--- src/rtl/hazard_ctl_if.sv ---
// hazard_ctl_if: bundle between the 5-stage pipeline and its hazard/stall controller.
//   Pipeline -> controller: ID operand info, EX load/dest, branch resolution, MEM handshake.
//   Controller -> pipeline: PC/IF-ID/ID-EX/EX-MEM hold, flush and bubble controls, fault flag,
//   FSM state and the stall-cycle performance counter.
//   master : the pipeline side (drives the hazard sources, consumes the controls).
//   slave  : the controller side.
interface hazard_ctl_if;
  logic        id_valid;
  logic [4:0]  id_src_top;
  logic [4:0]  id_src_bot;
  logic        id_uses_top;
  logic        id_uses_bot;
  logic        ex_load;
  logic [4:0]  ex_dest;
  logic        branch_taken;
  logic        mem_req;
  logic        mem_ready;

  logic        pc_hold;
  logic        if_id_hold;
  logic        if_id_flush;
  logic        id_ex_stall;
  logic        id_ex_hold;
  logic        ex_mem_hold;
  logic        mem_fault;
  logic [1:0]  state;
  logic [15:0] stall_cycles;

  modport master (
    output id_valid, id_src_top, id_src_bot, id_uses_top, id_uses_bot,
    output ex_load, ex_dest, branch_taken, mem_req, mem_ready,
    input  pc_hold, if_id_hold, if_id_flush, id_ex_stall, id_ex_hold, ex_mem_hold,
    input  mem_fault, state, stall_cycles
  );

  modport slave (
    input  id_valid, id_src_top, id_src_bot, id_uses_top, id_uses_bot,
    input  ex_load, ex_dest, branch_taken, mem_req, mem_ready,
    output pc_hold, if_id_hold, if_id_flush, id_ex_stall, id_ex_hold, ex_mem_hold,
    output mem_fault, state, stall_cycles
  );
endinterface

--- src/rtl/hazard_ctl.sv ---
// hazard_ctl: pipeline hazard and stall controller for the 5-stage core.
//   Decides each cycle whether IF/ID and ID/EX advance, hold, flush or take a bubble, covering
//   load-use hazards, multi-cycle memory waits and taken-branch flushes.
// Ports:
//   clock  - system clock, all state updates on the rising edge
//   reset  - synchronous, active-high; forces all control outputs to 0 while high
//   bus    - hazard_ctl_if.slave: hazard sources in, pipeline controls/status out
// Parameters:
//   FLUSH_CYCLES - bubbles inserted per taken branch (1..15)
//   WAIT_TIMEOUT - consecutive memory wait cycles before declaring a fault (1..255)
module hazard_ctl #(
  parameter int unsigned FLUSH_CYCLES = 2,
  parameter int unsigned WAIT_TIMEOUT = 255
) (
  input logic         clock,
  input logic         reset,
  hazard_ctl_if.slave bus
);

  typedef enum logic [1:0] {
    StRun     = 2'd0,
    StMemWait = 2'd1,
    StFlush   = 2'd2,
    StFault   = 2'd3
  } state_e;

  localparam logic [3:0] FlushReload = 4'(FLUSH_CYCLES - 1);
  localparam logic [7:0] WaitLimit   = 8'(WAIT_TIMEOUT);
  localparam bit         MultiFlush  = (FLUSH_CYCLES > 1);

  state_e      state_q, state_d;
  logic [7:0]  wait_cnt_q, wait_cnt_d;
  logic [3:0]  flush_cnt_q, flush_cnt_d;
  logic        mem_fault_q, mem_fault_d;
  logic [15:0] stall_cnt_q;

  logic pc_hold_c, if_id_hold_c, if_id_flush_c, id_ex_stall_c, id_ex_hold_c, ex_mem_hold_c;
  logic luh, mem_block;
  logic apply_run, allow_mem_stall;

  // Register 0 is deliberately not exempted: the core treats it as an ordinary register.
  assign luh = bus.ex_load & bus.id_valid &
               ((bus.id_uses_top & (bus.id_src_top == bus.ex_dest)) |
                (bus.id_uses_bot & (bus.id_src_bot == bus.ex_dest)));

  assign mem_block = bus.mem_req & ~bus.mem_ready;

  always_comb begin
    pc_hold_c       = 1'b0;
    if_id_hold_c    = 1'b0;
    if_id_flush_c   = 1'b0;
    id_ex_stall_c   = 1'b0;
    id_ex_hold_c    = 1'b0;
    ex_mem_hold_c   = 1'b0;
    state_d         = state_q;
    wait_cnt_d      = wait_cnt_q;
    flush_cnt_d     = flush_cnt_q;
    apply_run       = 1'b0;
    allow_mem_stall = 1'b0;

    if (!reset) begin
      unique case (state_q)
        StRun: begin
          apply_run       = 1'b1;
          allow_mem_stall = 1'b1;
        end

        StMemWait: begin
          if (!bus.mem_ready) begin
            pc_hold_c    = 1'b1;
            if_id_hold_c = 1'b1;
            id_ex_hold_c = 1'b1;
            ex_mem_hold_c = 1'b1;
            if (wait_cnt_q == WaitLimit) begin
              state_d = StFault;
            end else begin
              wait_cnt_d = wait_cnt_q + 8'd1;
            end
          end else begin
            // Release: EX was held, so a pending branch or hazard is re-evaluated now.
            apply_run = 1'b1;
            state_d   = StRun;
          end
        end

        StFlush: begin
          if (mem_block) begin
            pc_hold_c     = 1'b1;
            if_id_hold_c  = 1'b1;
            id_ex_hold_c  = 1'b1;
            ex_mem_hold_c = 1'b1;
          end else begin
            // ID holds a flushed NOP here, so load-use is never considered.
            if_id_flush_c = 1'b1;
            id_ex_stall_c = 1'b1;
            if (bus.branch_taken) begin
              flush_cnt_d = FlushReload;
            end else begin
              flush_cnt_d = flush_cnt_q - 4'd1;
            end
            if (flush_cnt_d == 4'd0) begin
              state_d = StRun;
            end
          end
        end

        StFault: begin
          pc_hold_c     = 1'b1;
          if_id_hold_c  = 1'b1;
          id_ex_hold_c  = 1'b1;
          ex_mem_hold_c = 1'b1;
        end

        default: begin
          state_d = StRun;
        end
      endcase

      // Shared RUN priority rules; the memory-stall rule is skipped on a MEM_WAIT release.
      if (apply_run) begin
        if (allow_mem_stall && mem_block) begin
          pc_hold_c     = 1'b1;
          if_id_hold_c  = 1'b1;
          id_ex_hold_c  = 1'b1;
          ex_mem_hold_c = 1'b1;
          state_d       = StMemWait;
          wait_cnt_d    = 8'd1;
        end else if (bus.branch_taken) begin
          if_id_flush_c = 1'b1;
          id_ex_stall_c = 1'b1;
          if (MultiFlush) begin
            state_d     = StFlush;
            flush_cnt_d = FlushReload;
          end
        end else if (luh) begin
          pc_hold_c     = 1'b1;
          if_id_hold_c  = 1'b1;
          id_ex_stall_c = 1'b1;
        end
      end
    end
  end

  // Fault flag rises on the edge that enters FAULT, so it appears together with state=FAULT.
  assign mem_fault_d = mem_fault_q | (state_d == StFault);

  always_ff @(posedge clock) begin
    if (reset) begin
      state_q     <= StRun;
      wait_cnt_q  <= 8'd0;
      flush_cnt_q <= 4'd0;
      mem_fault_q <= 1'b0;
      stall_cnt_q <= 16'd0;
    end else begin
      state_q     <= state_d;
      wait_cnt_q  <= wait_cnt_d;
      flush_cnt_q <= flush_cnt_d;
      mem_fault_q <= mem_fault_d;
      if (pc_hold_c && (stall_cnt_q != 16'hFFFF)) begin
        stall_cnt_q <= stall_cnt_q + 16'd1;
      end
    end
  end

  assign bus.pc_hold      = pc_hold_c;
  assign bus.if_id_hold   = if_id_hold_c;
  assign bus.if_id_flush  = if_id_flush_c;
  assign bus.id_ex_stall  = id_ex_stall_c;
  assign bus.id_ex_hold   = id_ex_hold_c;
  assign bus.ex_mem_hold  = ex_mem_hold_c;
  assign bus.mem_fault    = mem_fault_q;
  assign bus.state        = state_q;
  assign bus.stall_cycles = stall_cnt_q;

endmodule

--- src/flat_wrapper.sv ---
// flat-port wrapper written by rule: the top's interface ports become plain ports
module hazard_ctl_flat 
#(
  parameter int unsigned FLUSH_CYCLES = 2,
  parameter int unsigned WAIT_TIMEOUT = 255
)
  (clock, reset, bus_id_valid, bus_id_src_top, bus_id_src_bot, bus_id_uses_top, bus_id_uses_bot, bus_ex_load, bus_ex_dest, bus_branch_taken, bus_mem_req, bus_mem_ready, bus_pc_hold, bus_if_id_hold, bus_if_id_flush, bus_id_ex_stall, bus_id_ex_hold, bus_ex_mem_hold, bus_mem_fault, bus_state, bus_stall_cycles);
  hazard_ctl_if bus_i ();
  input logic clock;
  input logic reset;
  input wire logic [$bits(bus_i.id_valid)-1:0] bus_id_valid;
  input wire logic [$bits(bus_i.id_src_top)-1:0] bus_id_src_top;
  input wire logic [$bits(bus_i.id_src_bot)-1:0] bus_id_src_bot;
  input wire logic [$bits(bus_i.id_uses_top)-1:0] bus_id_uses_top;
  input wire logic [$bits(bus_i.id_uses_bot)-1:0] bus_id_uses_bot;
  input wire logic [$bits(bus_i.ex_load)-1:0] bus_ex_load;
  input wire logic [$bits(bus_i.ex_dest)-1:0] bus_ex_dest;
  input wire logic [$bits(bus_i.branch_taken)-1:0] bus_branch_taken;
  input wire logic [$bits(bus_i.mem_req)-1:0] bus_mem_req;
  input wire logic [$bits(bus_i.mem_ready)-1:0] bus_mem_ready;
  output wire logic [$bits(bus_i.pc_hold)-1:0] bus_pc_hold;
  output wire logic [$bits(bus_i.if_id_hold)-1:0] bus_if_id_hold;
  output wire logic [$bits(bus_i.if_id_flush)-1:0] bus_if_id_flush;
  output wire logic [$bits(bus_i.id_ex_stall)-1:0] bus_id_ex_stall;
  output wire logic [$bits(bus_i.id_ex_hold)-1:0] bus_id_ex_hold;
  output wire logic [$bits(bus_i.ex_mem_hold)-1:0] bus_ex_mem_hold;
  output wire logic [$bits(bus_i.mem_fault)-1:0] bus_mem_fault;
  output wire logic [$bits(bus_i.state)-1:0] bus_state;
  output wire logic [$bits(bus_i.stall_cycles)-1:0] bus_stall_cycles;
  assign bus_i.id_valid = bus_id_valid;
  assign bus_i.id_src_top = bus_id_src_top;
  assign bus_i.id_src_bot = bus_id_src_bot;
  assign bus_i.id_uses_top = bus_id_uses_top;
  assign bus_i.id_uses_bot = bus_id_uses_bot;
  assign bus_i.ex_load = bus_ex_load;
  assign bus_i.ex_dest = bus_ex_dest;
  assign bus_i.branch_taken = bus_branch_taken;
  assign bus_i.mem_req = bus_mem_req;
  assign bus_i.mem_ready = bus_mem_ready;
  assign bus_pc_hold = bus_i.pc_hold;
  assign bus_if_id_hold = bus_i.if_id_hold;
  assign bus_if_id_flush = bus_i.if_id_flush;
  assign bus_id_ex_stall = bus_i.id_ex_stall;
  assign bus_id_ex_hold = bus_i.id_ex_hold;
  assign bus_ex_mem_hold = bus_i.ex_mem_hold;
  assign bus_mem_fault = bus_i.mem_fault;
  assign bus_state = bus_i.state;
  assign bus_stall_cycles = bus_i.stall_cycles;
  hazard_ctl #(.FLUSH_CYCLES(FLUSH_CYCLES), .WAIT_TIMEOUT(WAIT_TIMEOUT)) u_core (.clock(clock), .reset(reset), .bus(bus_i));
endmodule
--- config.mk ---
export PLATFORM = sky130hd
export DESIGN_NAME = hazard_ctl_flat
export DESIGN_NICKNAME = d
export VERILOG_FILES = /design/src/rtl/hazard_ctl_if.sv /design/src/rtl/hazard_ctl.sv /design/src/flat_wrapper.sv
export SDC_FILE = /design/constraint.sdc
export NUM_CORES = 1
export LEC_CHECK = 0
export BUFFER_PORTS_ARGS = -buffer_cell sky130_fd_sc_hd__buf_2
export CAP_MARGIN = 40
export CELL_PAD_IN_SITES_DETAIL_PLACEMENT = 1
export CELL_PAD_IN_SITES_GLOBAL_PLACEMENT = 2
export CORE_AREA = 2 2 96 75
export DETAILED_ROUTE_END_ITERATION = 7
export DIE_AREA = 0 0 98 77
export GPL_TIMING_DRIVEN = 0
export MAX_ROUTING_LAYER = met4
export PLACE_DENSITY_LB_ADDON = 0.2
export SYNTH_ARGS = -nofsm -noshare
export SYNTH_HDL_FRONTEND = slang
export SYNTH_SLANG_ARGS = --single-unit
--- constraint.sdc ---
create_clock -name clock -period 2.86 [get_ports clock]
set_input_delay 0 -clock clock [delete_from_list [all_inputs] [get_ports clock]]
set_output_delay 0 -clock clock [all_outputs]
set_load 0.005 [all_outputs]
==> tab_implementation.tex <==
\begin{tabular}{lr}
\hline
Metric & Value \\
\hline
\multicolumn{2}{l}{\textbf{Timing}} \\
Achievable Freq & 395 MHz \\
Max-slew violations & 0 \\
Worst Tran Pin Value & 576 ps \\
RSZ-0062 raised after global routing & false \\
Worst Hold Margin & 124 ps \\
Setup TNS & 0 ps \\
Final worst path period share & 0.886 \\
Slew margin rel. & 0.616 \\
Final hold viol count & 0 \\
\# setup viols final & 0 \\
Post-Route Skew & 3.31 ps \\
Tmin final & 2530 ps \\
\multicolumn{2}{l}{\textbf{Floorplan}} \\
Cell Rows & 26 \\
Initial Util & 0.289 \\
Die footprint & 0.00755 mm2 \\
Number of top-level design ports & 49 \\
DIE WIDTH & 98 um \\
Area inside the core boundary & 0.00660 mm2 \\
Die height & 77 um \\
\multicolumn{2}{l}{\textbf{Detailed routing}} \\
DRC Markers & 0 \\
Number of vias per cell after detailed routing & 5.13 \\
Antenna-violating nets left & 0 \\
Routed via count & 1,935 \\
Detail-routed net length per standard cell & 14.5 um \\
Iteration count of the initial detailed-routing pass & 4 \\
Post-detailed-routing wire length & 5.48 mm \\
1st-iter DRT viols & 68 \\
\multicolumn{2}{l}{\textbf{Place}} \\
Port bufs & 46 \\
Final RePlAce weighted congestion & 0.748 \\
Hpwl dp & 4.27 mm \\
\multicolumn{2}{l}{\textbf{Clock network}} \\
Number of hold buffers added after CTS & 0 \\
Number of buffers created by CTS & 5 \\
Clock-pin slew reported for the worst setup and hold paths after clock tree synthesis & 70 ps \\
Total number of H-tree levels & 2 \\
TritonCTS clock tree & yes \\
Buffers inserted during post-CTS setup optimization & 0 \\
Number of buffers on the longest clock path & 2 \\
Clock Root Buffer & clkbuf\_8 \\
Number of gates given a new drive strength after cts & 0 \\
Skew-Pair Late Insertion Delay & 280 ps \\
Number of clock sinks & 31 \\
\multicolumn{2}{l}{\textbf{Synthesis}} \\
Number of instances in the synthesized netlist & 240 \\
Largest family of logic cells by synthesized area & simple AND/OR/NAND/NOR gates \\
Synthesized-area fraction occupied by and/or/nand/nor cells & 0.308 \\
Yosys top cell by area & dfxtp\_1 \\
Async SR Flop Fraction & 0 \\
Most numerous cell in the Yosys netlist & dfxtp\_1 \\
Adder-cell area share of the yosys netlist & 0.0460 \\
Post-Synthesis Net Count & 271 \\
Largest cells by area after synthesis & dfxtp\_1, a21oi\_1, xor2\_1, nor2\_1, ha\_1 \\
Multiplexer share of the synthesized area & 0.0230 \\
Post-synthesis area per instance & 7.94 um2 \\
Ys Warns & 0 \\
Synth Area in Compound Gates & 0.175 \\
Commonest register cell after synthesis & dfxtp\_1 \\
FF+latch count, synth & 31 \\
Distinct cell type count after synthesis & 44 \\
Synthesized-area fraction occupied by xor and xnor cells & 0.0735 \\
Combined area of all synthesized cells & 0.00191 mm2 \\
Top post-synthesis cells by count & dfxtp\_1, nor2\_1, nand2\_1 \\
Number of flops mapped to enable cells by yosys & 0 \\
Area share of the leading cell type in the synthesized netlist & 0.326 \\
Sequential cell area fraction in the yosys report & 0.326 \\
\multicolumn{2}{l}{\textbf{Layout}} \\
Layout filler cell count & 842 \\
Antenna Cells & 0 \\
Total number of nets in the final design & 324 \\
Area growth from synthesis to final layout & 22.2\% \\
Share of final-layout standard cells stronger than drive strength 1 & 0.215 \\
\multicolumn{2}{l}{\textbf{Global route}} \\
Via count of the first global-routing pass & 1,958 \\
Maximum number of pins on one net before global-route repair & 11 \\
Antenna violations before repair & 0 \\
Global-route wire length before repair & 9.44 mm \\
Total global-route track usage & 0.157 \\
Total global routing overflow & 0 \\
\multicolumn{2}{l}{\textbf{Worst setup path}} \\
Startpoint-to-endpoint class of the critical path & register to output pin \\
Logic depth of the worst register-to-register path & 11 \\
Cell Chain, Critical Path & inv\_1, ha\_1, clkbuf\_1, a2111oi\_0, nor2\_1, clkbuf\_1, and2\_1, buf\_4, buf\_2 \\
Worst-path cell with the longest stage delay & dfxtp\_1 \\
Crit end category & output pin \\
Max stage delay on crit path & 430 ps \\
Crit Path Max Fanout & 10 \\
R2r startpoint & u\_core.bus.state[0] \\
Worst flop-to-flop path endpoint & u\_core.bus.stall\_cycles[7] \\
Origin of the worst setup path & u\_core.bus.state[0] \\
CP required & 2860 ps \\
Crit path top cell by count & clkbuf\_1 \\
Crit path DAT & 2530 ps \\
Critical path startpoint category & register \\
End of the critical path & bus\_pc\_hold \\
Reg2Reg Setup Slack & 460 ps \\
\multicolumn{2}{l}{\textbf{Run}} \\
Maxcap violations & 0 \\
\multicolumn{2}{l}{\textbf{Power}} \\
Worst VDD drop & 0.000168 V \\
Pleak & 0.000935 uW \\
Power density cells & 464 mW/mm2 \\
\multicolumn{2}{l}{\textbf{Run status}} \\
Run status & completed \\
\multicolumn{2}{l}{\textbf{Hold path}} \\
Hold WC Path Type & input pin to register \\
\hline
\end{tabular}
[stage by stage]
| stage | util | worst slack [ps] | cell area, um2 | instances | total power [uW] |
|---|---|---|---|---|---|
| global route | 0.353 | 5.79 | 2330 | 377 | 1150 |
| CTS | 0.353 | 259 | 2330 | 377 | 1110 |
| floorplan | - | 753 | 1910 | 240 | 640 |
| global placement | 0.339 | 442 | 2240 | 370 | 733 |
| detailed placement | 0.339 | 466 | 2240 | 370 | 737 |
| finish | 0.353 | 326 | 2330 | 377 | 1080 |
[how the worst min path moves through the flow]
stage | depth (start not counted) | slack (ps) | start | endpoint
after CTS | 4 | 120 | bus_mem_ready | u_core.bus.state[0]
after global routing | 4 | 170 | bus_mem_ready | u_core.bus.state[0]
after detailed placement | 1 | 410 | u_core.bus.mem_fault | bus_mem_fault
after global placement | 1 | 410 | u_core.bus.mem_fault | bus_mem_fault
final | 4 | 120 | bus_mem_ready | u_core.bus.state[0]
after floorplan | 3 | 200 | bus_mem_ready | u_core.bus.state[0]
[layout by cell type, fill, tap and decap left out, types with 2 or more instances in the layout]
cell type  Yosys  layout
nor3_1         7       7
nand4b_1       2       2
xnor2_1        5       5
o211ai_1       4       4
nand2_1       21      21
or4_1          5       5
xor2_1        11      11
a21oi_1       20      20
or3_1          7       7
clkbuf_1       7       7
clkbuf_8       0       6
dfxtp_1       31      31
o21a_1         2       2
a211oi_1       4       4
o21ai_0        8       8
and3_1         4       4
nand3_1       10      10
buf_4          2       2
and4_1         4       4
mux2_2         3       3
o31ai_1        8       8
nand2b_1       3       3
nand4_1        9       9
nor2b_1        4       4
nor2_1        24      24
buf_2          2      48
inv_1          7       7
ha_1           7       7
nor4_1         3       3
[where the power goes]
| group | leakage, uW | total (uW) | switching [uW] | internal, uW |
|---|---|---|---|---|
| registers | 0.000251 | 471 | 22.9 | 448 |
| clock network | 0.0000470 | 359 | 170 | 189 |
| logic | 0.000637 | 250 | 145 | 105 |
[flip-flops by register name, summed over array words and instances (netlist names)]
signal                   cells
u_core.bus.stall_cycles     16
u_core.wait_cnt_q            8
u_core.flush_cnt_q           4
u_core.bus.state             2
u_core.bus.mem_fault         1
[cell families (layout without fill, tap and decap cells)]
family / count (synthesis) / count (layout)
AOI/OAI and AO/OA: 53 / 53
xor gates and xnor gates: 16 / 16
and+or+nand+nor: 109 / 109
muxes: 4 / 4
adders and majority gates: 7 / 7
buffers and inverters: 20 / 73
DFF: 31 / 31
[worst max-delay path: cells and delay by family, from the launching register on]
| family | cells | cell delay, ps |
|---|---|---|
| buffers and inverters | 5 | 810 |
| AO/OA/AOI/OAI | 1 | 410 |
| flip-flops | 1 | 430 |
| adder cells (fa/ha/maj) | 1 | 200 |
| AND/OR/NAND/NOR | 2 | 390 |
[cell type report]
class	instances	area (um2)	share of cell area
Buffer	12	62.6	0.0269
Clock buffer	6	82.6	0.0355
Clock inverter	1	5.00	0.00215
Inverter	8	30.0	0.0129
Multi-Input combinational cell	189	1190	0.512
Sequential cell	31	621	0.267
Tap cell	84	105	0.0451
Timing Repair Buffer	46	230	0.0989
[per-layer routing]
metal | vias up | track usage | routed length [um]
li1 | 987 | - | -
met1 | 897 | 0.224 | 2970
met2 | 46 | 0.223 | 2200
met3 | 5 | 0.0301 | 242
met4 | 0 | 0.0500 | 62
met5 | - | - | 0
Power figures use the tool's default switching activity.
